===== src/rtl/ristretto_shift_scheduler_if.sv =====
// Request/response and shifter-side signals of the Ristretto shift scheduler.
// slave = scheduler side, master = requesters, response consumer and shifter.
interface ristretto_shift_scheduler_if #(parameter int DataWidth = 32);
  logic [1:0]           req_valid_i;
  logic [1:0]           req_ready_o;
  logic [DataWidth-1:0] req0_operand_a_i;
  logic [DataWidth-1:0] req1_operand_a_i;
  logic [4:0]           req0_shamt_i;
  logic [4:0]           req1_shamt_i;
  logic [1:0]           req0_mode_i;
  logic [1:0]           req1_mode_i;
  logic                 rsp_valid_o;
  logic                 rsp_id_o;
  logic [DataWidth-1:0] rsp_result_o;
  logic                 rsp_ready_i;
  logic                 flush_i;
  logic                 sched_busy_o;
  logic [DataWidth-1:0] sshft_operand_a_o;
  logic [4:0]           sshft_operand_b_o;
  logic [1:0]           sshft_mode_o;
  logic                 sshft_en_o;
  logic                 sshft_busy_i;
  logic [DataWidth-1:0] sshft_result_i;

  modport slave (
    input  req_valid_i, req0_operand_a_i, req1_operand_a_i, req0_shamt_i, req1_shamt_i,
           req0_mode_i, req1_mode_i, rsp_ready_i, flush_i, sshft_busy_i, sshft_result_i,
    output req_ready_o, rsp_valid_o, rsp_id_o, rsp_result_o, sched_busy_o,
           sshft_operand_a_o, sshft_operand_b_o, sshft_mode_o, sshft_en_o
  );

  modport master (
    output req_valid_i, req0_operand_a_i, req1_operand_a_i, req0_shamt_i, req1_shamt_i,
           req0_mode_i, req1_mode_i, rsp_ready_i, flush_i, sshft_busy_i, sshft_result_i,
    input  req_ready_o, rsp_valid_o, rsp_id_o, rsp_result_o, sched_busy_o,
           sshft_operand_a_o, sshft_operand_b_o, sshft_mode_o, sshft_en_o
  );
endinterface


===== src/rtl/ristretto_shift_scheduler.sv =====
// Shares one sequential shifter between two requesters: round-robin grant,
// 0/1-bit shifts resolved combinationally, longer shifts sequenced via en.
module ristretto_shift_scheduler #(
  parameter int DataWidth = 32
) (
  input logic                       clk_i,
  input logic                       rstn_i,
  ristretto_shift_scheduler_if.slave bus
);
  localparam logic [1:0] SHIFT_LEFT   = 2'b00;
  localparam logic [1:0] SHIFT_RIGHT  = 2'b01;
  localparam logic [1:0] SHIFT_ARIGHT = 2'b10;

  typedef enum logic [1:0] {IDLE, RUN, CAPT, RESP} state_e;

  state_e               r_state, w_next;
  logic                 r_last_id, r_id, r_run_d1;
  logic [DataWidth-1:0] r_opa, r_result;
  logic [4:0]           r_shamt, r_cnt;
  logic [1:0]           r_mode;

  logic                 w_gid, w_accept, w_fast, w_rsp_valid;
  logic [1:0]           w_grant, w_mode;
  logic [4:0]           w_shamt;
  logic [DataWidth-1:0] w_opa, w_fast_res;

  // r_last_id resets to 1 so a simultaneous first request favours port 0
  always_comb begin
    case (bus.req_valid_i)
      2'b10:   w_gid = 1'b1;
      2'b11:   w_gid = ~r_last_id;
      default: w_gid = 1'b0;
    endcase
    w_accept = (r_state == IDLE) && (|bus.req_valid_i) && !bus.flush_i;
    w_grant  = '0;
    if (w_accept) w_grant[w_gid] = 1'b1;
    w_opa    = w_gid ? bus.req1_operand_a_i : bus.req0_operand_a_i;
    w_shamt  = w_gid ? bus.req1_shamt_i     : bus.req0_shamt_i;
    w_mode   = w_gid ? bus.req1_mode_i      : bus.req0_mode_i;
    w_fast   = (w_shamt < 5'd2) || (w_mode == 2'b11);
    w_fast_res = w_opa;
    if (w_shamt == 5'd1) begin
      case (w_mode)
        SHIFT_LEFT:   w_fast_res = {w_opa[DataWidth-2:0], 1'b0};
        SHIFT_RIGHT:  w_fast_res = {1'b0, w_opa[DataWidth-1:1]};
        SHIFT_ARIGHT: w_fast_res = {w_opa[DataWidth-1], w_opa[DataWidth-1:1]};
        default:      w_fast_res = w_opa;
      endcase
    end
  end

  always_comb begin
    w_next = r_state;
    if (bus.flush_i) begin
      w_next = IDLE;
    end else begin
      case (r_state)
        IDLE:    if (w_accept) w_next = w_fast ? RESP : RUN;
        RUN:     if (r_cnt == r_shamt - 5'd1) w_next = CAPT;
        CAPT:    w_next = RESP;
        RESP:    if (bus.rsp_ready_i) w_next = IDLE;
        default: w_next = IDLE;
      endcase
    end
  end

  always_ff @(posedge clk_i or negedge rstn_i) begin
    if (!rstn_i) begin
      r_state   <= IDLE;
      r_last_id <= 1'b1;
      r_id      <= 1'b0;
      r_opa     <= '0;
      r_shamt   <= '0;
      r_mode    <= '0;
      r_cnt     <= '0;
      r_result  <= '0;
      r_run_d1  <= 1'b0;
    end else begin
      r_state  <= w_next;
      r_run_d1 <= (r_state == RUN);
      if (w_accept) begin
        r_last_id <= w_gid;
        r_id      <= w_gid;
        r_opa     <= w_opa;
        r_shamt   <= w_shamt;
        r_mode    <= w_mode;
        r_cnt     <= '0;
        if (w_fast) r_result <= w_fast_res;
      end
      if (r_state == RUN)  r_cnt    <= r_cnt + 5'd1;
      if (r_state == CAPT) r_result <= bus.sshft_result_i;
    end
  end

  // a flush in RESP withdraws the response in the same cycle, so no handshake slips through
  assign w_rsp_valid           = (r_state == RESP) && !bus.flush_i;
  assign bus.req_ready_o       = w_grant;
  assign bus.rsp_valid_o       = w_rsp_valid;
  assign bus.rsp_id_o          = r_id;
  assign bus.rsp_result_o      = r_result;
  assign bus.sched_busy_o      = (r_state != IDLE);
  assign bus.sshft_en_o        = (r_state == RUN);
  assign bus.sshft_operand_a_o = r_opa;
  assign bus.sshft_operand_b_o = r_shamt;
  assign bus.sshft_mode_o      = r_mode;

  // the shifter may still report busy in the single cycle after a flushed RUN
  a_shifter_idle: assert property (@(posedge clk_i) disable iff (!rstn_i)
    (r_state == IDLE && !r_run_d1) |-> !bus.sshft_busy_i);
endmodule

===== src/flat_wrapper.sv =====
// flat-port wrapper written by rule: the top's interface ports become plain ports
module ristretto_shift_scheduler_flat 
#(
  parameter int DataWidth = 32
)
  (clk_i, rstn_i, bus_req_valid_i, bus_req0_operand_a_i, bus_req1_operand_a_i, bus_req0_shamt_i, bus_req1_shamt_i, bus_req0_mode_i, bus_req1_mode_i, bus_rsp_ready_i, bus_flush_i, bus_sshft_busy_i, bus_sshft_result_i, bus_req_ready_o, bus_rsp_valid_o, bus_rsp_id_o, bus_rsp_result_o, bus_sched_busy_o, bus_sshft_operand_a_o, bus_sshft_operand_b_o, bus_sshft_mode_o, bus_sshft_en_o);
  ristretto_shift_scheduler_if #(.DataWidth(DataWidth)) bus_i ();
  input logic clk_i;
  input logic rstn_i;
  input wire logic [$bits(bus_i.req_valid_i)-1:0] bus_req_valid_i;
  input wire logic [$bits(bus_i.req0_operand_a_i)-1:0] bus_req0_operand_a_i;
  input wire logic [$bits(bus_i.req1_operand_a_i)-1:0] bus_req1_operand_a_i;
  input wire logic [$bits(bus_i.req0_shamt_i)-1:0] bus_req0_shamt_i;
  input wire logic [$bits(bus_i.req1_shamt_i)-1:0] bus_req1_shamt_i;
  input wire logic [$bits(bus_i.req0_mode_i)-1:0] bus_req0_mode_i;
  input wire logic [$bits(bus_i.req1_mode_i)-1:0] bus_req1_mode_i;
  input wire logic [$bits(bus_i.rsp_ready_i)-1:0] bus_rsp_ready_i;
  input wire logic [$bits(bus_i.flush_i)-1:0] bus_flush_i;
  input wire logic [$bits(bus_i.sshft_busy_i)-1:0] bus_sshft_busy_i;
  input wire logic [$bits(bus_i.sshft_result_i)-1:0] bus_sshft_result_i;
  output wire logic [$bits(bus_i.req_ready_o)-1:0] bus_req_ready_o;
  output wire logic [$bits(bus_i.rsp_valid_o)-1:0] bus_rsp_valid_o;
  output wire logic [$bits(bus_i.rsp_id_o)-1:0] bus_rsp_id_o;
  output wire logic [$bits(bus_i.rsp_result_o)-1:0] bus_rsp_result_o;
  output wire logic [$bits(bus_i.sched_busy_o)-1:0] bus_sched_busy_o;
  output wire logic [$bits(bus_i.sshft_operand_a_o)-1:0] bus_sshft_operand_a_o;
  output wire logic [$bits(bus_i.sshft_operand_b_o)-1:0] bus_sshft_operand_b_o;
  output wire logic [$bits(bus_i.sshft_mode_o)-1:0] bus_sshft_mode_o;
  output wire logic [$bits(bus_i.sshft_en_o)-1:0] bus_sshft_en_o;
  assign bus_i.req_valid_i = bus_req_valid_i;
  assign bus_i.req0_operand_a_i = bus_req0_operand_a_i;
  assign bus_i.req1_operand_a_i = bus_req1_operand_a_i;
  assign bus_i.req0_shamt_i = bus_req0_shamt_i;
  assign bus_i.req1_shamt_i = bus_req1_shamt_i;
  assign bus_i.req0_mode_i = bus_req0_mode_i;
  assign bus_i.req1_mode_i = bus_req1_mode_i;
  assign bus_i.rsp_ready_i = bus_rsp_ready_i;
  assign bus_i.flush_i = bus_flush_i;
  assign bus_i.sshft_busy_i = bus_sshft_busy_i;
  assign bus_i.sshft_result_i = bus_sshft_result_i;
  assign bus_req_ready_o = bus_i.req_ready_o;
  assign bus_rsp_valid_o = bus_i.rsp_valid_o;
  assign bus_rsp_id_o = bus_i.rsp_id_o;
  assign bus_rsp_result_o = bus_i.rsp_result_o;
  assign bus_sched_busy_o = bus_i.sched_busy_o;
  assign bus_sshft_operand_a_o = bus_i.sshft_operand_a_o;
  assign bus_sshft_operand_b_o = bus_i.sshft_operand_b_o;
  assign bus_sshft_mode_o = bus_i.sshft_mode_o;
  assign bus_sshft_en_o = bus_i.sshft_en_o;
  ristretto_shift_scheduler #(.DataWidth(DataWidth)) u_core (.clk_i(clk_i), .rstn_i(rstn_i), .bus(bus_i));
endmodule

===== config.mk =====
export PLATFORM = sky130hd
export DESIGN_NAME = ristretto_shift_scheduler_flat
export DESIGN_NICKNAME = d
export VERILOG_FILES = /design/src/rtl/ristretto_shift_scheduler_if.sv /design/src/rtl/ristretto_shift_scheduler.sv /design/src/flat_wrapper.sv
export SDC_FILE = /design/constraint.sdc
export NUM_CORES = 1
export LEC_CHECK = 0
export CORE_MARGIN = 8
export CORE_UTILIZATION = 42
export CTS_BUF_LIST = sky130_fd_sc_hd__clkbuf_8
export CTS_CLUSTER_SIZE = 40
export DETAILED_ROUTE_END_ITERATION = 10
export PLACE_DENSITY = 0.87
export SLEW_MARGIN = 30
export SYNTH_ARGS = -nofsm -noshare
export SYNTH_HDL_FRONTEND = slang
export SYNTH_SLANG_ARGS = --single-unit

===== constraint.sdc =====
create_clock -name clk_i -period 2.1 [get_ports clk_i]
set_clock_uncertainty 0.1 [all_clocks]
set_input_delay 0.21 -clock clk_i [delete_from_list [all_inputs] [get_ports clk_i]]
set_output_delay 0.21 -clock clk_i [all_outputs]
set_load 0.005 [all_outputs]

* Yosys cells after proc, flatten, opt, wreduce, memory -nomap -nowiden
Index checks and enable logic that the tools add are counted.
** Storage, ports and cells
- Register bits after elaboration :: 80
- Input bits :: 117
- Output and inout port bits :: 77
- Word-level logic and storage cells :: 62
** Cells by class
- Add/sub/neg operators :: 2
- $lt $le $gt $ge :: 3
- Equal/unequal tests :: 13
- Mux-type cells :: 20
- Bitwise gates (word level) :: 1
- Reduce and logical (&&, ||, !) cells :: 15
** Operators by type and width (count)
- two-way mux 32 bit :: 5
- case mux 32 bit (3 select lines) :: 1
- two-way mux 5 bit :: 3
- two-way mux 2 bit :: 7
- == test 2 bit (second input constant) :: 6
- case mux 2 bit (4 select lines) :: 1
- nonzero test 2 bit :: 4
- inequality test 3 x 2 -> 1 bit (second input constant) :: 2
- adder 5 x 1 -> 5 bit (second input constant) :: 1
- == test 5 x 1 -> 1 bit (second input constant) :: 1
- == test 5 bit :: 1
- less-than comparator 5 x 2 -> 1 bit (second input constant) :: 1
- subtractor 5 x 1 -> 5 bit (second input constant) :: 1
- == test 2 x 1 -> 1 bit (second input constant) :: 2
- logical AND 1 bit :: 4
- zero test 2 bit :: 2
- inequality test 3 bit (second input constant) :: 1
- AND reduction 3 bit :: 1
- less-than comparator 1 x 2 -> 1 bit (second input constant) :: 1
- case mux 1 bit (2 select lines) :: 1
- AND reduction 2 bit :: 1
- OR reduction 2 bit :: 1
- demux 1 bit (select 1 bit) :: 1
- >= comparator 1 bit (second input constant) :: 1
- 4 further kinds :: 4

* Longest topological paths before layout
- Word-level depth :: 9
- Mapped depth :: 9
- Mapped depth without buffers :: 7

* Least setup slack after synthesis
OpenSTA, ideal clock, no wires.
- Path type :: flip-flop to flip-flop
- Start :: reg u_core.r_last_id
- End :: reg u_core.r_result[7] (netlist: u_core.bus.rsp_result_o[7])
- Setup time :: 0.127 ns
- Arrival time :: 1.915 ns
- Data required time :: 1.873 ns
- Setup slack :: -0.042 ns
- Cell stages (with the launch flop) :: 8
- Buffers on the path :: 2
- Clock period less this slack :: 2.142 ns
- Cells stage by stage :: dfstp_2 a21bo_2 buf_6 mux2i_2 clkbuf_1 nand2_1 a311oi_1 o21ai_1
** Between the ends
- Cells in the longest elaborated chain, start to end :: 9
- Elaborated cells between the ends (all ways) :: 19
- Classes of those cells :: order compare: 1; eq/ne: 4; mux: 9; bitwise: 1; reduce/logical: 4
** Ends and longest elaborated chain
- start: declaration :: line ristretto_shift_scheduler.sv:17 : logic r_last_id, r_id, r_run_d1;
- start signal: assignment :: line ristretto_shift_scheduler.sv:82 : r_last_id <= w_gid;
- NOT 1 bit * :: line ristretto_shift_scheduler.sv:31 : 2'b11: w_gid = ~r_last_id;
- case mux 1 bit (2 select lines) * :: line ristretto_shift_scheduler.sv:29 : case (bus.req_valid_i)
- two-way mux 2 bit :: line ristretto_shift_scheduler.sv:39 : w_mode = w_gid ? bus.req1_mode_i : bus.req0_mode_i;
- == test 2 bit (tied with other cells) :: line ristretto_shift_scheduler.sv:43 : case (w_mode)
- case mux 32 bit (3 select lines) :: line ristretto_shift_scheduler.sv:43
- two-way mux 32 bit :: line ristretto_shift_scheduler.sv:42 : if (w_shamt == 5'd1) begin
- two-way mux 32 bit :: line ristretto_shift_scheduler.sv:88 : if (w_fast) r_result <= w_fast_res;
- two-way mux 32 bit :: line ristretto_shift_scheduler.sv:81 : if (w_accept) begin
- two-way mux 32 bit :: line ristretto_shift_scheduler.sv:91 : if (r_state == CAPT) r_result <= bus.sshft_result_i;
- end signal: assignment :: line ristretto_shift_scheduler.sv:88
- end signal: assignment :: line ristretto_shift_scheduler.sv:91
- end: declaration :: line ristretto_shift_scheduler.sv:18 : logic [DataWidth-1:0] r_opa, r_result;
Mark *: on every way between the ends. The rest lies on a longest branch, timed or not. The select of a mux whose other input is x is not followed.
A chain may end at the register's enable or synchronous reset.

* Worst setup path after layout
- Start :: reg u_core.r_last_id
- End :: reg u_core.r_result[28] (netlist: u_core.bus.rsp_result_o[28])
Same word-level chain as after synthesis.

==> flow_metrics.env <==
export IMPL_slowest_delay_ns=0.64
export IMPL_die_h_um=128
export IMPL_yosysTopAreaCell="dfrtp_1"
export IMPL_hold_class="in -> reg"
export IMPL_final_antenna_net_count=0
export IMPL_cp_max_fo=7
export IMPL_syn_to_final_growth_pct=77.0
export IMPL_start_util_pct=42.4
export IMPL_fmax_mhz=451
export IMPL_crit_path_start_kind="flip-flop"
export IMPL_avgSynthCellArea_sq_um=8.44
export IMPL_drc=0
export IMPL_clock_sinks=80
export IMPL_final_cell_area_sq_um=9350
export IMPL_io_buffer_count=192
export IMPL_cts_tree="yes"
export IMPL_rsz0062_at_grt="true"
export IMPL_hold_viol=0
export IMPL_crit_chain="a21bo_4 > mux2i_4 > buf_12 > a221o_1 > a221oi_2 > o31ai_1"
export IMPL_synth_top_area_share_pct=37.4
export IMPL_cp_data_arrival_time_ns=2.36
export IMPL_worstSetupPathType="reg -> reg"
export IMPL_core_area_sq_um=12500
export IMPL_clk_pin_slew_worst_paths_ns=0.09
export IMPL_fillerInstances=792
export IMPL_insertedDiodeCount=0
export IMPL_slew_viol_final=0
export IMPL_drv_cap=0
export IMPL_wl_per_cell_um=21.7
export IMPL_synth_common_cells="nand2_1 (114), dfrtp_1 (79), o21ai_1 (52)"
export IMPL_cts_max_level=3
export IMPL_dieArea_sq_um=16400
export IMPL_holdPathStages=4
export IMPL_pre_cts_slack_ns=-0.495
export IMPL_synthCells=626
export IMPL_antenna_found_initial=1
export IMPL_drive_above_1_share_pct=26.5
export IMPL_clk_path_buf_depth=2
export IMPL_grtUsageMet2_pct=41.4
export IMPL_busiest_layer="met2"
export IMPL_ios=194
export IMPL_rows=41
export IMPL_gp_congestion=0.909
export IMPL_synthArstFlopShare_pct=100
export IMPL_vias=6536
export IMPL_grt_pass1_wl_um=31800
export IMPL_drt_total_wl_um=23900
export IMPL_setup_viol=27
export IMPL_ys_flop_type="dfrtp_1"
export IMPL_final_cells=1104
export IMPL_power_leakage_nw=4.02
export IMPL_violations="negative setup slack"
export IMPL_tightest_slew_ns=0.459
export IMPL_layout_min_cycle_time_ns=2.22
export IMPL_multi_input_area_sq_um=3530
export IMPL_via_per_inst=5.92
export IMPL_grt_pass1_vias=6032
export IMPL_synth_most_common_cell="nand2_1"
export IMPL_cts_root_buf="clkbuf_8"
export IMPL_synth_area_leaders="dfrtp_1 (37%), nand2_1 (8.1%), mux2i_1 (6.8%)"
export IMPL_layout_nets=1051
export IMPL_seqCellArea_sq_um=2000
export IMPL_hpwl_um=15100
export IMPL_endpoint_kind="flip-flop"
export IMPL_peakVddDrop_mv=0.500
export IMPL_grt_use_total_pct=24.5
export IMPL_synthDistinctLibCells=58
export IMPL_die_x_um=128
export IMPL_drt_pass1_iterations=5
export IMPL_relSlewSlack_pct=69.4
export IMPL_cts_buffers=9
export IMPL_slowest_stage="dfstp_2"
export IMPL_total_power_mw=9.44
export IMPL_outcome="complete, but fails checks"
export IMPL_critical_path_required_ns=2.25
export IMPL_min_period_over_period_pct=105
export IMPL_utilization_pct=75.0
export IMPL_clock_latency_ns=0.37
export IMPL_r2r_cells=6
export IMPL_met1_usage_pct=28.5
export IMPL_seq_area_frac_synth_pct=37.9
export IMPL_grt_max_degree=39
export IMPL_synth_seq_cells=80
export IMPL_grtUsageMet3_pct=8.03
export IMPL_placed_area_sq_um=8180
export IMPL_power_density_nw_per_um2=1010
export IMPL_dr_first_iter_drc_count=680
export IMPL_syn_area_sq_um=5280
export IMPL_setup_ws_ns=-0.115
export IMPL_synth_warnings=0
export IMPL_dp_cells=1054
export IMPL_synth_edf_count=0
export IMPL_syn_nets=750
export IMPL_grt_ovfl_total=0
[repair_timing]
item / CTS / global route
hold buffers: 1 / 0
pin swaps: 17 / 51
endpoints found under the hold margin: 30 / 0
gates resized for setup: 46 / 79
cloned: 2 / 8
setup buffers: 6 / 19
setup endpoints to repair: 34 / 35
[worst paths after layout]
kind	start	to	slack, ns
setup / recovery	u_core.r_last_id	u_core.bus.rsp_result_o[28]	-0.12
hold / removal	bus_req1_shamt_i[3]	u_core.bus.sshft_operand_b_o[3]	0.17
setup reg to reg	u_core.r_last_id	u_core.bus.rsp_result_o[28]	-0.12
hold reg to reg	u_core.bus.sshft_operand_a_o[14]	u_core.bus.sshft_operand_a_o[14]	0.39
max in group asynchronous	rstn_i	u_core.bus.rsp_result_o[13]	1.08
min in group asynchronous	rstn_i	u_core.bus.sshft_operand_b_o[4]	0.23
[metal layers]
| metal | share of wire (%) | vias up |
|---|---|---|
| met3 | 9.9 | 94 |
| met5 | 0.046 | - |
| met1 | 38 | 3144 |
| li1 | - | 2877 |
| met2 | 48 | 419 |
| met4 | 4.3 | 2 |
[state kept, by name (all words and copies together) (netlist names)]
name	cells
u_core.bus.sshft_operand_b_o	5
u_core.r_cnt	5
u_core.bus.rsp_id_o	1
u_core.bus.rsp_result_o	32
u_core.r_last_id	1
u_core.bus.sshft_mode_o	2
u_core.r_state	2
u_core.bus.sshft_operand_a_o	32
[area by class of cell]
| class | count | area share (%) |
|---|---|---|
| Multi-Input combinational cell | 489 | 37.7 |
| Timing Repair Buffer | 337 | 35.9 |
| Sequential cell | 80 | 21.4 |
| Tap cell | 172 | 2.30 |
| Clock buffer | 11 | 1.62 |
| Clock inverter | 5 | 0.589 |
| Inverter | 10 | 0.401 |
[placed cells by master (no fill, tap or decap), types with 9 or more instances in the layout]
cell               n
buf_6             12
and2_1            23
a311oi_2          13
nor2_1            23
mux2i_1           29
nor3_1            24
clkbuf_8          11
o21ai_1           52
a311oi_1           9
nand2_1          106
a21o_1            23
buf_4            112
inv_1             10
a31oi_1           28
clkdlybuf4s50_1  185
buf_12            13
dfrtp_1           79
[critical path, delay by kind of cell, from the launching register on]
kind | cells | cell delay [ns]
buffers and inverters | 1 | 0.16
muxes | 1 | 0.10
AOI/OAI and AO/OA | 4 | 1.08
DFF | 1 | 0.64
[metrics by stage]
step / hold WS [ns] / setup TNS (ns)
floorplan: -0.186 / -0.326
global placement: 0.0869 / -13.92
detailed placement: 0.0848 / -15.46
CTS: 0.243 / -0.0465
global route: 0.157 / -2.76
finish: 0.169 / -1.09
[power breakdown]
part / switching [mW] / total (mW) / internal [mW]
Clock: 0.617 / 1.23 / 0.610
Sequential: 0.534 / 2.80 / 2.27
Combinational: 2.41 / 5.41 / 3.01
[cell families (layout without fill, tap and decap cells)]
family / count (synthesis) / after routing / share of synthesized area (%)
buffers and inverters: 59 / 363 / 4.95
DFF: 80 / 80 / 37.9
adders and majority gates: 7 / 7 / 1.66
xor gates and xnor gates: 8 / 8 / 1.33
and+or+nand+nor: 238 / 238 / 20.9
AOI/OAI and AO/OA: 192 / 194 / 25.1
muxes: 42 / 42 / 8.15
No activity file was read; power rests on OpenSTA's default activity.
